File: config.mk
export PLATFORM = sky130hd
export DESIGN_NAME = apb_master_arbiter
export DESIGN_NICKNAME = d
export VERILOG_FILES = /design/src/rtl/apb_master_arbiter.sv
export SDC_FILE = /design/constraint.sdc
export NUM_CORES = 1
export LEC_CHECK = 0
export BUFFER_PORTS_ARGS = -buffer_cell sky130_fd_sc_hd__buf_2
export CAP_MARGIN = 0
export CORE_AREA = 5 5 85 87
export CTS_BUF_LIST = sky130_fd_sc_hd__clkbuf_16
export CTS_CLUSTER_DIAMETER = 80
export DETAILED_ROUTE_END_ITERATION = 8
export DIE_AREA = 0 0 90 92
export PLACE_DENSITY_LB_ADDON = 0.1
export SYNTH_ARGS = -nofsm -noshare
export SYNTH_HDL_FRONTEND = slang
export SYNTH_SLANG_ARGS = --single-unit
File: constraint.sdc
create_clock -name I_PCLK -period 1.5 [get_ports I_PCLK]
set_clock_uncertainty 0.1 [all_clocks]
set_input_delay 0.375 -clock I_PCLK [delete_from_list [all_inputs] [get_ports I_PCLK]]
set_output_delay 0.375 -clock I_PCLK [all_outputs]
set_load 0.005 [all_outputs]
File: src/rtl/apb_master_arbiter.sv
`default_nettype none
// ============================================================================
// Module  : apb_master_arbiter
// Brief   : Shares one slave-side APB bus between several APB masters, holding
//           each grant for a full SETUP/ACCESS transfer (fixed or RR priority).
// Revision: 1.0 - initial release
// ============================================================================
module apb_master_arbiter #(
    parameter int NO_OF_MASTERS = 2,
    parameter int ADDR_WIDTH    = 16,
    parameter int DATA_WIDTH    = 32,
    parameter int PSEL_WIDTH    = 1,
    parameter int ARB_MODE      = 0
) (
    input  logic                                 I_PCLK,
    input  logic                                 I_PRESET,
    input  logic [NO_OF_MASTERS*PSEL_WIDTH-1:0]  I_M_PSEL,
    input  logic [NO_OF_MASTERS-1:0]             I_M_PENABLE,
    input  logic [NO_OF_MASTERS-1:0]             I_M_PWRITE,
    input  logic [NO_OF_MASTERS*ADDR_WIDTH-1:0]  I_M_PADDR,
    input  logic [NO_OF_MASTERS*DATA_WIDTH-1:0]  I_M_PWDATA,
    output logic [NO_OF_MASTERS-1:0]             O_M_PREADY,
    output logic [DATA_WIDTH-1:0]                O_M_PRDATA,
    output logic [NO_OF_MASTERS-1:0]             O_M_PSLVERR,
    output logic [PSEL_WIDTH-1:0]                O_PSEL,
    output logic                                 O_PENABLE,
    output logic                                 O_PWRITE,
    output logic [ADDR_WIDTH-1:0]                O_PADDR,
    output logic [DATA_WIDTH-1:0]                O_PWDATA,
    input  logic                                 I_PREADY,
    input  logic [DATA_WIDTH-1:0]                I_PRDATA,
    input  logic                                 I_PSLVERR,
    output logic [NO_OF_MASTERS-1:0]             O_GRANT
);

    localparam int         c_IDX_W  = $clog2(NO_OF_MASTERS);
    localparam logic [2:0] c_IDLE   = 3'b001;
    localparam logic [2:0] c_SETUP  = 3'b010;
    localparam logic [2:0] c_ACCESS = 3'b100;

    logic [2:0]               r_state;
    logic [2:0]               w_next;
    logic [NO_OF_MASTERS-1:0] w_req;
    logic [NO_OF_MASTERS-1:0] r_grant;
    logic [NO_OF_MASTERS-1:0] w_win_oh;
    logic [c_IDX_W-1:0]       r_last;
    logic [c_IDX_W-1:0]       w_fp_idx;
    logic [c_IDX_W-1:0]       w_rr_idx;
    logic [c_IDX_W-1:0]       w_cand;
    logic [c_IDX_W-1:0]       w_win_idx;
    logic                     w_any_req;
    logic [PSEL_WIDTH-1:0]    w_psel;
    logic                     w_pwrite;
    logic [ADDR_WIDTH-1:0]    w_paddr;
    logic [DATA_WIDTH-1:0]    w_pwdata;

    // Master PENABLE carries no information here; phases are regenerated.
    logic w_unused_penable;
    assign w_unused_penable = ^I_M_PENABLE;

    always_comb begin
        w_req = '0;
        for (int m = 0; m < NO_OF_MASTERS; m++) begin
            w_req[m] = |I_M_PSEL[m*PSEL_WIDTH +: PSEL_WIDTH];
        end
    end

    assign w_any_req = |w_req;

    // Descending scans so the last assignment is the highest-priority hit.
    always_comb begin
        w_fp_idx = '0;
        for (int m = NO_OF_MASTERS - 1; m >= 0; m--) begin
            if (w_req[m]) w_fp_idx = c_IDX_W'(m);
        end
    end

    always_comb begin
        w_rr_idx = '0;
        w_cand   = '0;
        for (int k = NO_OF_MASTERS; k >= 1; k--) begin
            w_cand = c_IDX_W'((int'(r_last) + k) % NO_OF_MASTERS);
            if (w_req[w_cand]) w_rr_idx = w_cand;
        end
    end

    assign w_win_idx = (ARB_MODE == 1) ? w_rr_idx : w_fp_idx;

    always_comb begin
        w_win_oh            = '0;
        w_win_oh[w_win_idx] = 1'b1;
    end

    // State register
    always_ff @(posedge I_PCLK or posedge I_PRESET) begin
        if (I_PRESET) r_state <= c_IDLE;
        else          r_state <= w_next;
    end

    // Next-state logic
    always_comb begin
        w_next = r_state;
        case (r_state)
            c_IDLE:   if (w_any_req) w_next = c_SETUP;
            c_SETUP:  w_next = c_ACCESS;
            c_ACCESS: if (I_PREADY) w_next = c_IDLE;
            default:  w_next = c_IDLE;
        endcase
    end

    // Grant is captured once per transfer and ignores request changes until completion.
    always_ff @(posedge I_PCLK or posedge I_PRESET) begin
        if (I_PRESET) begin
            r_grant <= '0;
            r_last  <= c_IDX_W'(NO_OF_MASTERS - 1);
        end else if (r_state == c_IDLE && w_any_req) begin
            r_grant <= w_win_oh;
            r_last  <= w_win_idx;
        end else if (r_state == c_ACCESS && I_PREADY) begin
            r_grant <= '0;
        end
    end

    always_comb begin
        w_psel   = '0;
        w_pwrite = 1'b0;
        w_paddr  = '0;
        w_pwdata = '0;
        for (int m = 0; m < NO_OF_MASTERS; m++) begin
            if (r_grant[m]) begin
                w_psel   |= I_M_PSEL[m*PSEL_WIDTH +: PSEL_WIDTH];
                w_pwrite |= I_M_PWRITE[m];
                w_paddr  |= I_M_PADDR[m*ADDR_WIDTH +: ADDR_WIDTH];
                w_pwdata |= I_M_PWDATA[m*DATA_WIDTH +: DATA_WIDTH];
            end
        end
    end

    // Output logic
    always_comb begin
        O_PSEL      = '0;
        O_PENABLE   = 1'b0;
        O_PWRITE    = 1'b0;
        O_PADDR     = '0;
        O_PWDATA    = '0;
        O_M_PREADY  = '0;
        O_M_PSLVERR = '0;
        if (r_state == c_SETUP || r_state == c_ACCESS) begin
            O_PSEL   = w_psel;
            O_PWRITE = w_pwrite;
            O_PADDR  = w_paddr;
            O_PWDATA = w_pwdata;
        end
        if (r_state == c_ACCESS) begin
            O_PENABLE = 1'b1;
            if (I_PREADY) begin
                O_M_PREADY  = r_grant;
                O_M_PSLVERR = r_grant & {NO_OF_MASTERS{I_PSLVERR}};
            end
        end
    end

    assign O_GRANT    = r_grant;
    assign O_M_PRDATA = I_PRDATA;

endmodule
`default_nettype wire

==> flow_summary.json, run 1 <==
{
  "outcome": "finished, violations left",
  "violations": "setup timing",
  "clkTransAtPathRegs_ns": 0.03,
  "wirelength_um": 6300,
  "pin_count": 227,
  "critPathMaxStageDelay_ns": 0.38,
  "power_density_nw_per_um2": 1670,
  "crit_path_end": "O_PADDR[4]",
  "areaGrowthSynthToFinish_pct": 62.7,
  "timing.final.crit_share_pct": 128,
  "worst_pin_slew_ns": 0.326,
  "relSlewSlack_pct": 78.3,
  "p_seq_share_pct": 6.5,
  "htreeDepth": 1,
  "seq_area_frac_synth_pct": 7.79,
  "grt_first_pass_wirelength_um": 9620,
  "grt_busiest_layer": "met2",
  "synth_top_area_cell": "nor2_4",
  "initial_utilization_pct": 25.8,
  "setup_violations": 56,
  "die_area_um2": 8280,
  "clock_power_share_pct": 9.7,
  "dp_slack_ns": -0.212,
  "maxCapViolations": 0,
  "r2r_cells": 6,
  "cts_sinks": 5,
  "synth.cells.most_frequent": "a22oi_1, nor2_4, buf_4",
  "yosysMostFrequentCell": "a22oi_1",
  "ys_top_cells_by_area": "nor2_4, a22oi_1, buf_4",
  "cp-startpoint": "r_state[1]$_DFFE_PP0P_",
  "die_x_um": 90,
  "via_count": 1844,
  "numCtsBuffers": 3,
  "grt_max_degree": 44,
  "synth_fp_nets": 314,
  "r2r-end": "O_GRANT[1]$_DFFE_PP0P_",
  "grt_usage_pct": 14.0,
  "met3_usage_pct": 2.95,
  "crit_chain": "buf_4, nand2b_4, a21o_4, buf_4, nor2_4, buf_2",
  "fin_tns_setup_ns": -22.05,
  "cp-end-kind": "output pin",
  "die_h_um": 92,
  "ys.flop_type": "dfrtp_1",
  "cts_buffer_depth": 2,
  "drtIter0Drc": 49,
  "cp_data_required_time_ns": 1.02,
  "p_int_mw": 2.27,
  "holdPathStages": 3,
  "grt_overflow": 0,
  "hpwl_um": 5090,
  "synth_area_um2": 1620,
  "rsz0062_at_grt": "true",
  "use_met2_pct": 26.1,
  "pwr-share-comb_pct": 83.8,
  "ys_seq_elements": 5,
  "fmax_ghz": 0.519,
  "p_sw_mw": 2.13,
  "antenna_found_initial": 0,
  "slew_viol_final": 0,
  "drive_above_1_share_pct": 79.4,
  "via_per_inst": 4.53,
  "cpMostUsedCell": "buf_4",
  "ir_drop_v": 0.000635,
  "drtPass1Iterations": 4,
  "synth_cell_types": 24,
  "ys_warn_count": 0,
  "grtUsageMet1_pct": 15.4,
  "cts_root_buf": "clkbuf_16",
  "start_kind": "flop",
  "gp_congestion": 0.742,
  "timing.final.ws_setup_ns": -0.427,
  "finalHoldViolations": 0,
  "crit_fanout": 6,
  "p_leak_nw": 1.33,
  "syn-instance-count": 176,
  "num_rows": 29,
  "synth_edf_count": 0,
  "rrSetupSlack_ns": 0.05,
  "post_drt_wl_per_cell_um": 15.5,
  "cts_tree": "built",
  "holdWs_ns": 0.369,
  "r2r_start": "r_state[2]$_DFFE_PP0P_",
  "clk_latency_ns": 0.22,
  "grt_pass1_vias": 1819,
  "switching_share_pct": 48.4,
  "cp_data_arrival_time_ns": 1.45,
  "fin_crit_ns": 1.93,
  "drc": 0,
  "crit_type": "reg2out",
  "antennaDiodeCount": 0,
  "power.total_mw": 4.40,
  "nets": 469,
  "drtAntennaViolNets": 0,
  "cpMaxStageDelayCell": "dfrtp_1",
  "hp-class": "in2reg",
  "synth_top_area_share_pct": 34.7,
  "io_buffers": 160,
  "synthArstFlopShare_pct": 100,
  "coreArea_um2": 6280,
  "avgSynthCellArea_um2": 9.21
}
## routing by layer
metal | routed length [um] | vias up
met5 | 0 | -
met4 | 165 | 0
met3 | 537 | 28
met2 | 3290 | 96
met1 | 2310 | 813
li1 | - | 907
## flip-flops by register name, summed over array words and instances (netlist names)
signal and count:
O_GRANT 2, r_state 3
## logic make-up after synthesis
| kind of cell | Yosys count | synth area share (%) |
|---|---|---|
| AND/OR/NAND/NOR | 62 | 40.1 |
| buffers and inverters | 50 | 24.2 |
| multiplexers | 1 | 0.694 |
| AO/OA/AOI/OAI | 58 | 27.2 |
| flip-flops | 5 | 7.79 |
## critical path: cells and delay by family, from the launching register on
family	cells	cell delay (ns)
buffers and inverters	3	0.44
DFF	1	0.38
and+or+nand+nor	2	0.13
AOI/OAI and AO/OA	1	0.27
## layout make-up
| cell class | instances | area [um2] |
|---|---|---|
| fill | 661 | 3640 |
| timing repair buffer | 198 | 1190 |
| multi-input combinational | 122 | 1150 |
| sequential | 5 | 128 |
| tap | 77 | 96.3 |
| clock buffer | 3 | 75.1 |
| clock inverter | 1 | 3.75 |
| inverter | 1 | 3.75 |
## layout by cell type, fill, tap and decap left out, drive strengths merged, types with 2 or more instances in the layout
master / netlist / routed
dfrtp: 4 / 4
inv: 1 / 2
nor2: 52 / 52
clkbuf: 10 / 3
a22oi: 51 / 51
nand2b: 3 / 3
a21o: 1 / 2
and3: 2 / 2
o21a: 2 / 2
and2: 2 / 2
buf: 39 / 197
## per-stage QoR
step | util, % | cells | area (um2)
detailed placement | 38.3 | 393 | 2410
floorplan | - | 176 | 1630
global route | 42.0 | 407 | 2640
CTS | 41.5 | 405 | 2610
finish | 42.0 | 407 | 2640
global placement | 38.3 | 393 | 2410
## worst min path at each step
stage / start / endpoint / slack (ns)
2_1_floorplan: I_PRESET / O_GRANT[0]$_DFFE_PP0P_ / 0.05
3_3_place_gp: I_PRESET / r_state[2]$_DFFE_PP0P_ / 0.18
3_5_place_dp: I_PRESET / r_state[2]$_DFFE_PP0P_ / 0.18
4_1_cts: I_M_PSEL[0] / O_GRANT[1]$_DFFE_PP0P_ / 0.39
5_1_grt: I_M_PSEL[0] / O_GRANT[1]$_DFFE_PP0P_ / 0.38
6_report: I_M_PSEL[0] / O_GRANT[1]$_DFFE_PP0P_ / 0.37
## power by group through the flow
stage | Clock, mW | Sequential [mW] | Combinational (mW)
after floorplan | 0 | 0.281 | 2.36
after global placement | 0 | 0.280 | 3.37
after detailed placement | 0 | 0.284 | 3.37
after CTS | 0.430 | 0.286 | 3.64
after global routing | 0.447 | 0.298 | 3.99
final | 0.426 | 0.285 | 3.69
## repair_timing
| action | CTS | global route |
|---|---|---|
| setup buffers | 6 | 2 |
| pin swaps | 7 | 1 |
| hold endpoints to repair | 4 | 0 |
| resized for setup | 10 | 3 |
| hold buffers | 1 | 0 |
| gates cloned | 2 | 0 |
| setup endpoints to repair | 56 | 59 |
(Power assumes the default switching activity.)
==> inputs of run 2 (changes only) <==
--- a/config.mk
+++ b/config.mk
@@ -8,7 +8,6 @@
 export BUFFER_PORTS_ARGS = -buffer_cell sky130_fd_sc_hd__buf_2
 export CAP_MARGIN = 0
 export CORE_AREA = 5 5 85 87
-export CTS_BUF_LIST = sky130_fd_sc_hd__clkbuf_16
 export CTS_CLUSTER_DIAMETER = 80
 export DETAILED_ROUTE_END_ITERATION = 8
 export DIE_AREA = 0 0 90 92
==> run 2 against run 1 <==
- the run still ends with setup timing left
- total power down 4.2%
- global-route usage shrank 0.53 points
- register-to-register slack barely moved
- final cell count unchanged
- first-iteration DRC count rose by 10%
- core utilization is 0.36 points lower
- routed wire length shrank 1.3%
- critical path type unchanged
- largest cell class unchanged
==> flow_summary.json, run 2 (synthesized netlist as in run 1, its figures left out) <==
{
  "critPathMaxStageDelay_ns": 0.39,
  "top_register": "r_state",
  "drtPass1Iterations": 4,
  "setup_violations": 56,
  "drtIter0Drc": 54,
  "utilization_pct": 41.7,
  "violations": "setup timing",
  "wl_met3_um": 530,
  "gp_congestion": 0.742,
  "clock_power_share_pct": 5.7,
  "wl_met2_um": 3220,
  "highest_layer": "met4",
  "die_x_um": 90,
  "areaGrowthSynthToFinish_pct": 61.3,
  "io_buffers": 160,
  "regArea_um2": 128,
  "antenna_found_initial": 0,
  "cts_sinks": 5,
  "cp-end-kind": "output pin",
  "timing.final.ws_setup_ns": -0.396,
  "fmax_ghz": 0.528,
  "drive_above_1_share_pct": 79.7,
  "nets": 469,
  "grt_first_pass_wirelength_um": 9430,
  "worst_pin_slew_ns": 0.326,
  "num_rows": 29,
  "grt_max_degree": 44,
  "layout.cells.non_filler": 407,
  "largest_register_ffs": 3,
  "cts_tree": "built",
  "switching_share_pct": 49.8,
  "hp-class": "in2reg",
  "crit_fanout": 6,
  "coreArea_um2": 6280,
  "dp.cells": 393,
  "antennaDiodeCount": 0,
  "clkTransAtPathRegs_ns": 0.03,
  "multi_input_area_um2": 1150,
  "ir_drop_v": 0.000524,
  "cts_root_buf": "clkbuf_8",
  "rsz0062_at_grt": "true",
  "grt_pass1_vias": 1789,
  "worst-path-buf-inv": 2,
  "initial_utilization_pct": 25.8,
  "cts_buffer_depth": 2,
  "p_sw_mw": 2.10,
  "start_kind": "flop",
  "via_count": 1825,
  "crit_type": "reg2out",
  "htreeDepth": 1,
  "hpwl_um": 5090,
  "critical_path.top_delay_family": "flip-flops",
  "grt_usage_pct": 13.5,
  "clk_latency_ns": 0.22,
  "drc": 0,
  "final_common_cell": "buf_2",
  "wirelength_um": 6220,
  "relSlewSlack_pct": 78.2,
  "fin_crit_ns": 1.90,
  "cp_data_arrival_time_ns": 1.42,
  "finalHoldViolations": 0,
  "timing.final.crit_share_pct": 126,
  "fill_cells": 662,
  "pwr-share-comb_pct": 87.6,
  "holdWs_ns": 0.377,
  "numCtsBuffers": 3,
  "p_int_mw": 2.12,
  "cp_data_required_time_ns": 1.02,
  "via_per_inst": 4.48,
  "power_density_nw_per_um2": 1610,
  "p_seq_share_pct": 6.7,
  "slew_viol_final": 0,
  "grt_overflow": 0,
  "pin_count": 227,
  "layout_common_cells": "buf_2, nor2_4, a22oi_1, buf_4, buf_6",
  "post_drt_wl_per_cell_um": 15.3,
  "cpMaxStageDelayCell": "dfrtp_1",
  "outcome": "finished, violations left",
  "maxCapViolations": 0,
  "die_h_um": 92,
  "drtAntennaViolNets": 0,
  "crit_chain": "nand2b_4, a21o_4, buf_4, nor2_4, buf_2",
  "die_area_um2": 8280,
  "wirelength_met1_um": 2330,
  "p_leak_nw": 1.31
}
run 2: metrics by stage:
step | setup slack [ns] | TNS [ns] | area [um2] | total power [mW]
floorplan | -0.0675 | -3.37 | 1630 | 2.64
global placement | -0.204 | -9.39 | 2410 | 3.65
detailed placement | -0.212 | -9.88 | 2410 | 3.66
CTS | -0.406 | -20.94 | 2570 | 4.17
global route | -0.455 | -23.31 | 2620 | 4.54
finish | -0.396 | -20.39 | 2620 | 4.21
run 2: final cells by class:
cell class | count | share of cell area (%)
flip-flops and latches | 5 | 4.88
inverters | 1 | 0.143
repair buffers | 198 | 45.6
clock buffers | 4 | 1.72
multi-input cells | 122 | 44.0
well taps | 77 | 3.68
run 2: power groups by stage:
stage	logic [mW]	registers [mW]	clock network, mW
after global routing	3.99	0.295	0.254
after global placement	3.37	0.280	0
after floorplan	2.36	0.281	0
after detailed placement	3.37	0.284	0
final	3.69	0.283	0.241
after CTS	3.64	0.286	0.245
run 2: worst paths after layout:
kind | from | endpoint | slack (ns) | depth (start not counted)
worst min-delay path | I_M_PSEL[0] | O_GRANT[1]$_DFFE_PP0P_ | 0.38 | 3
worst max register to register | r_state[2]$_DFFE_PP0P_ | O_GRANT[1]$_DFFE_PP0P_ | 0.04 | 6
worst min register to register | r_state[0]$_DFFE_PP1P_ | r_state[2]$_DFFE_PP0P_ | 0.56 | 2
min in group asynchronous | I_PRESET | r_state[2]$_DFFE_PP0P_ | 0.50 | 3
worst max-delay path | r_state[1]$_DFFE_PP0P_ | O_PADDR[4] | -0.40 | 5
max in group asynchronous | I_PRESET | r_state[0]$_DFFE_PP1P_ | 0.56 | 3
run 2: per-layer routing:
layer  vias up  global-route usage, %
li1        910                      -
met1       793                   15.3
met2        94                   25.1
met3        28                   2.70
met4         0                   4.47
met5         -                      0
run 2: timing repair:
action	in CTS	in global routing
endpoints found under the hold margin	4	0
setup buffers	6	2
gates cloned	2	0
hold buffers	1	0
pin swaps	7	0
setup endpoints to repair	56	58
gates resized for setup	10	5
run 2: tightest hold or removal path, cell delays in order:
cell and delay, ns:
buf_2 0.09, buf_4 0.12, a22oi_2 0.07
==> inputs of run 3 (changes only) <==
--- a/config.mk
+++ b/config.mk
@@ -7,10 +7,10 @@
 export LEC_CHECK = 0
 export BUFFER_PORTS_ARGS = -buffer_cell sky130_fd_sc_hd__buf_2
 export CAP_MARGIN = 0
-export CORE_AREA = 5 5 85 87
+export CORE_AREA = 5 5 86 88
 export CTS_CLUSTER_DIAMETER = 80
 export DETAILED_ROUTE_END_ITERATION = 8
-export DIE_AREA = 0 0 90 92
+export DIE_AREA = 0 0 91 93
 export PLACE_DENSITY_LB_ADDON = 0.1
 export SYNTH_ARGS = -nofsm -noshare
 export SYNTH_HDL_FRONTEND = slang
==> constraint.sdc (replaced) <==
create_clock -name I_PCLK -period 2 [get_ports I_PCLK]
set_clock_uncertainty 0.1 [all_clocks]
set_input_delay 0.5 -clock I_PCLK [delete_from_list [all_inputs] [get_ports I_PCLK]]
set_output_delay 0.5 -clock I_PCLK [all_outputs]
set_load 0.005 [all_outputs]
==> run 3 against run 2 <==
- the flow still finishes with violations (setup timing)
- cell area is 1.2% higher
- sequential cell count unchanged
- combinational power decreased by 25%
- core utilization decreased by 1.4 points
- die area increased by 2.2%
- critical path type unchanged
- largest cell class unchanged
==> flow_summary.json, run 3 (synthesized netlist as in run 1, its figures left out) <==
{
  "grt_first_pass_wirelength_um": 9850,
  "layout.cells.non_filler": 393,
  "cp_data_arrival_time_ns": 1.48,
  "cp_data_required_time_ns": 1.40,
  "nets": 452,
  "initial_utilization_pct": 24.7,
  "timing.final.crit_share_pct": 104,
  "areaGrowthSynthToFinish_pct": 63.3,
  "cts_buffer_depth": 2,
  "layout_common_cells": "buf_2, nor2_4, a22oi_1, buf_6, buf_4",
  "via_per_inst": 4.77,
  "wirelength_um": 7030,
  "utilization_pct": 40.3,
  "power.total_mw": 3.20,
  "die_x_um": 91,
  "post_drt_wl_per_cell_um": 17.9,
  "drtPass1Iterations": 4,
  "io_buffers": 160,
  "numCtsBuffers": 3,
  "largest_register_ffs": 3,
  "r2r_start": "r_state[0]$_DFFE_PP1P_",
  "drtIter0Drc": 50,
  "finalHoldViolations": 0,
  "r2r-end": "O_GRANT[1]$_DFFE_PP0P_",
  "timing.final.ws_setup_ns": -0.0848,
  "crit_fanout": 8,
  "die_area_um2": 8460,
  "fill_cells": 695,
  "dp.cells": 377,
  "crit_type": "reg2out",
  "power_density_nw_per_um2": 1210,
  "cts_tree": "built",
  "cts_hold_buf": 0,
  "grt_max_degree": 30,
  "gp_congestion": 0.750,
  "start_kind": "flop",
  "worst_pin_slew_ns": 0.351,
  "grt_pass1_vias": 1983,
  "switching_share_pct": 50.1,
  "rrSetupSlack_ns": 0.38,
  "num_rows": 30,
  "hpwl_um": 5310,
  "fmax_ghz": 0.480,
  "hp-class": "in2async",
  "fin_crit_ns": 2.08,
  "die_h_um": 93,
  "clkTransAtPathRegs_ns": 0.03,
  "cp-end-kind": "output pin",
  "p_leak_nw": 1.28,
  "htreeDepth": 1,
  "antenna_found_initial": 0,
  "cts_root_buf": "clkbuf_8",
  "clk_latency_ns": 0.22,
  "setup_violations": 52,
  "clock_power_share_pct": 5.8,
  "drc": 0,
  "final_common_cell": "buf_2",
  "pwr-share-comb_pct": 86.2,
  "grt_usage_pct": 14.0,
  "drtAntennaViolNets": 0,
  "violations": "setup timing",
  "outcome": "finished, violations left",
  "dp_slack_ns": 0.128,
  "holdWs_ns": 0.0762,
  "coreArea_um2": 6570,
  "maxCapViolations": 0,
  "p_seq_share_pct": 8.0,
  "top_register": "r_state",
  "r2r_cells": 5,
  "cts_sinks": 5,
  "grt_overflow": 0,
  "slew_viol_final": 0,
  "drive_above_1_share_pct": 80.5,
  "pin_count": 227,
  "relSlewSlack_pct": 76.6,
  "ir_drop_v": 0.000530,
  "via_count": 1873,
  "p_sw_mw": 1.60,
  "p_int_mw": 1.60,
  "antennaDiodeCount": 0,
  "rsz0062_at_grt": "true"
}
==> run 3: cell types whose count changed in the layout (fill, tap and decap cells not counted), moves of 5 or more <==
cell / change
a22oi_1: -6
clkbuf_16: +5
buf_4: -17
buf_6: +8
a22oi_2: +6
buf_2: -12
==> run 3: timing repair <==
item,4_1_cts,5_1_grt
pin swaps,0,49
resized for setup,1,27
cloned,0,7
endpoints found under the setup margin,54,53
setup buffers,3,3
==> run 3: per-layer routing <==
metal / vias up / part of all wire, % / global-route usage [%]
li1: 877 / - / -
met1: 842 / 32 / 14.4
met2: 116 / 53 / 25.2
met3: 38 / 11 / 4.02
met4: 0 / 4.3 / 7.95
met5: - / 0 / 0
==> run 3: worst max-delay path by stage <==
stage | cells after the start | slack (ns) | start | endpoint
final | 5 | -0.08 | r_state[2]$_DFFE_PP0P_ | O_PWDATA[3]
after global routing | 5 | -0.15 | r_state[2]$_DFFE_PP0P_ | O_PWDATA[24]
after CTS | 5 | -0.12 | r_state[2]$_DFFE_PP0P_ | O_PADDR[6]
after detailed placement | 5 | 0.13 | r_state[2]$_DFFE_PP0P_ | O_PADDR[6]
after global placement | 5 | 0.13 | r_state[2]$_DFFE_PP0P_ | O_PADDR[9]
after floorplan | 4 | 0.27 | r_state[2]$_DFFE_PP0P_ | O_PADDR[0]
==> run 3: layout make-up <==
class | instances | area [um2] | area share [%]
Timing Repair Buffer | 181 | 1200 | 45.5
Multi-Input combinational cell | 122 | 1170 | 44.0
Sequential cell | 5 | 129 | 4.87
Clock buffer | 4 | 45.0 | 1.70
Tap cell | 80 | 100 | 3.78
Inverter | 1 | 3.75 | 0.142
==> run 3: worst max-delay path, cell delays in order, from the launching register on <==
cell and delay, ns:
dfrtp_1 0.41, nand2b_4 0.18, a21o_4 0.28, clkbuf_16 0.20, nor2_4 0.07, buf_2 0.11
==> run 3: metrics by stage <==
stage / cell area [um2] / TNS [ns]
after global routing: 2650 / -5.67
final: 2650 / -2.56
after detailed placement: 2260 / 0
after global placement: 2260 / 0
after CTS: 2330 / -4.72
after floorplan: 1620 / 0
==> run 3: power groups by stage <==
stage / combinational [mW] / clock (mW) / sequential, mW
after CTS: 2.37 / 0.191 / 0.248
after detailed placement: 2.33 / 0 / 0.255
after global routing: 2.98 / 0.195 / 0.266
after global placement: 2.34 / 0 / 0.252
after floorplan: 1.81 / 0 / 0.206
final: 2.76 / 0.186 / 0.256
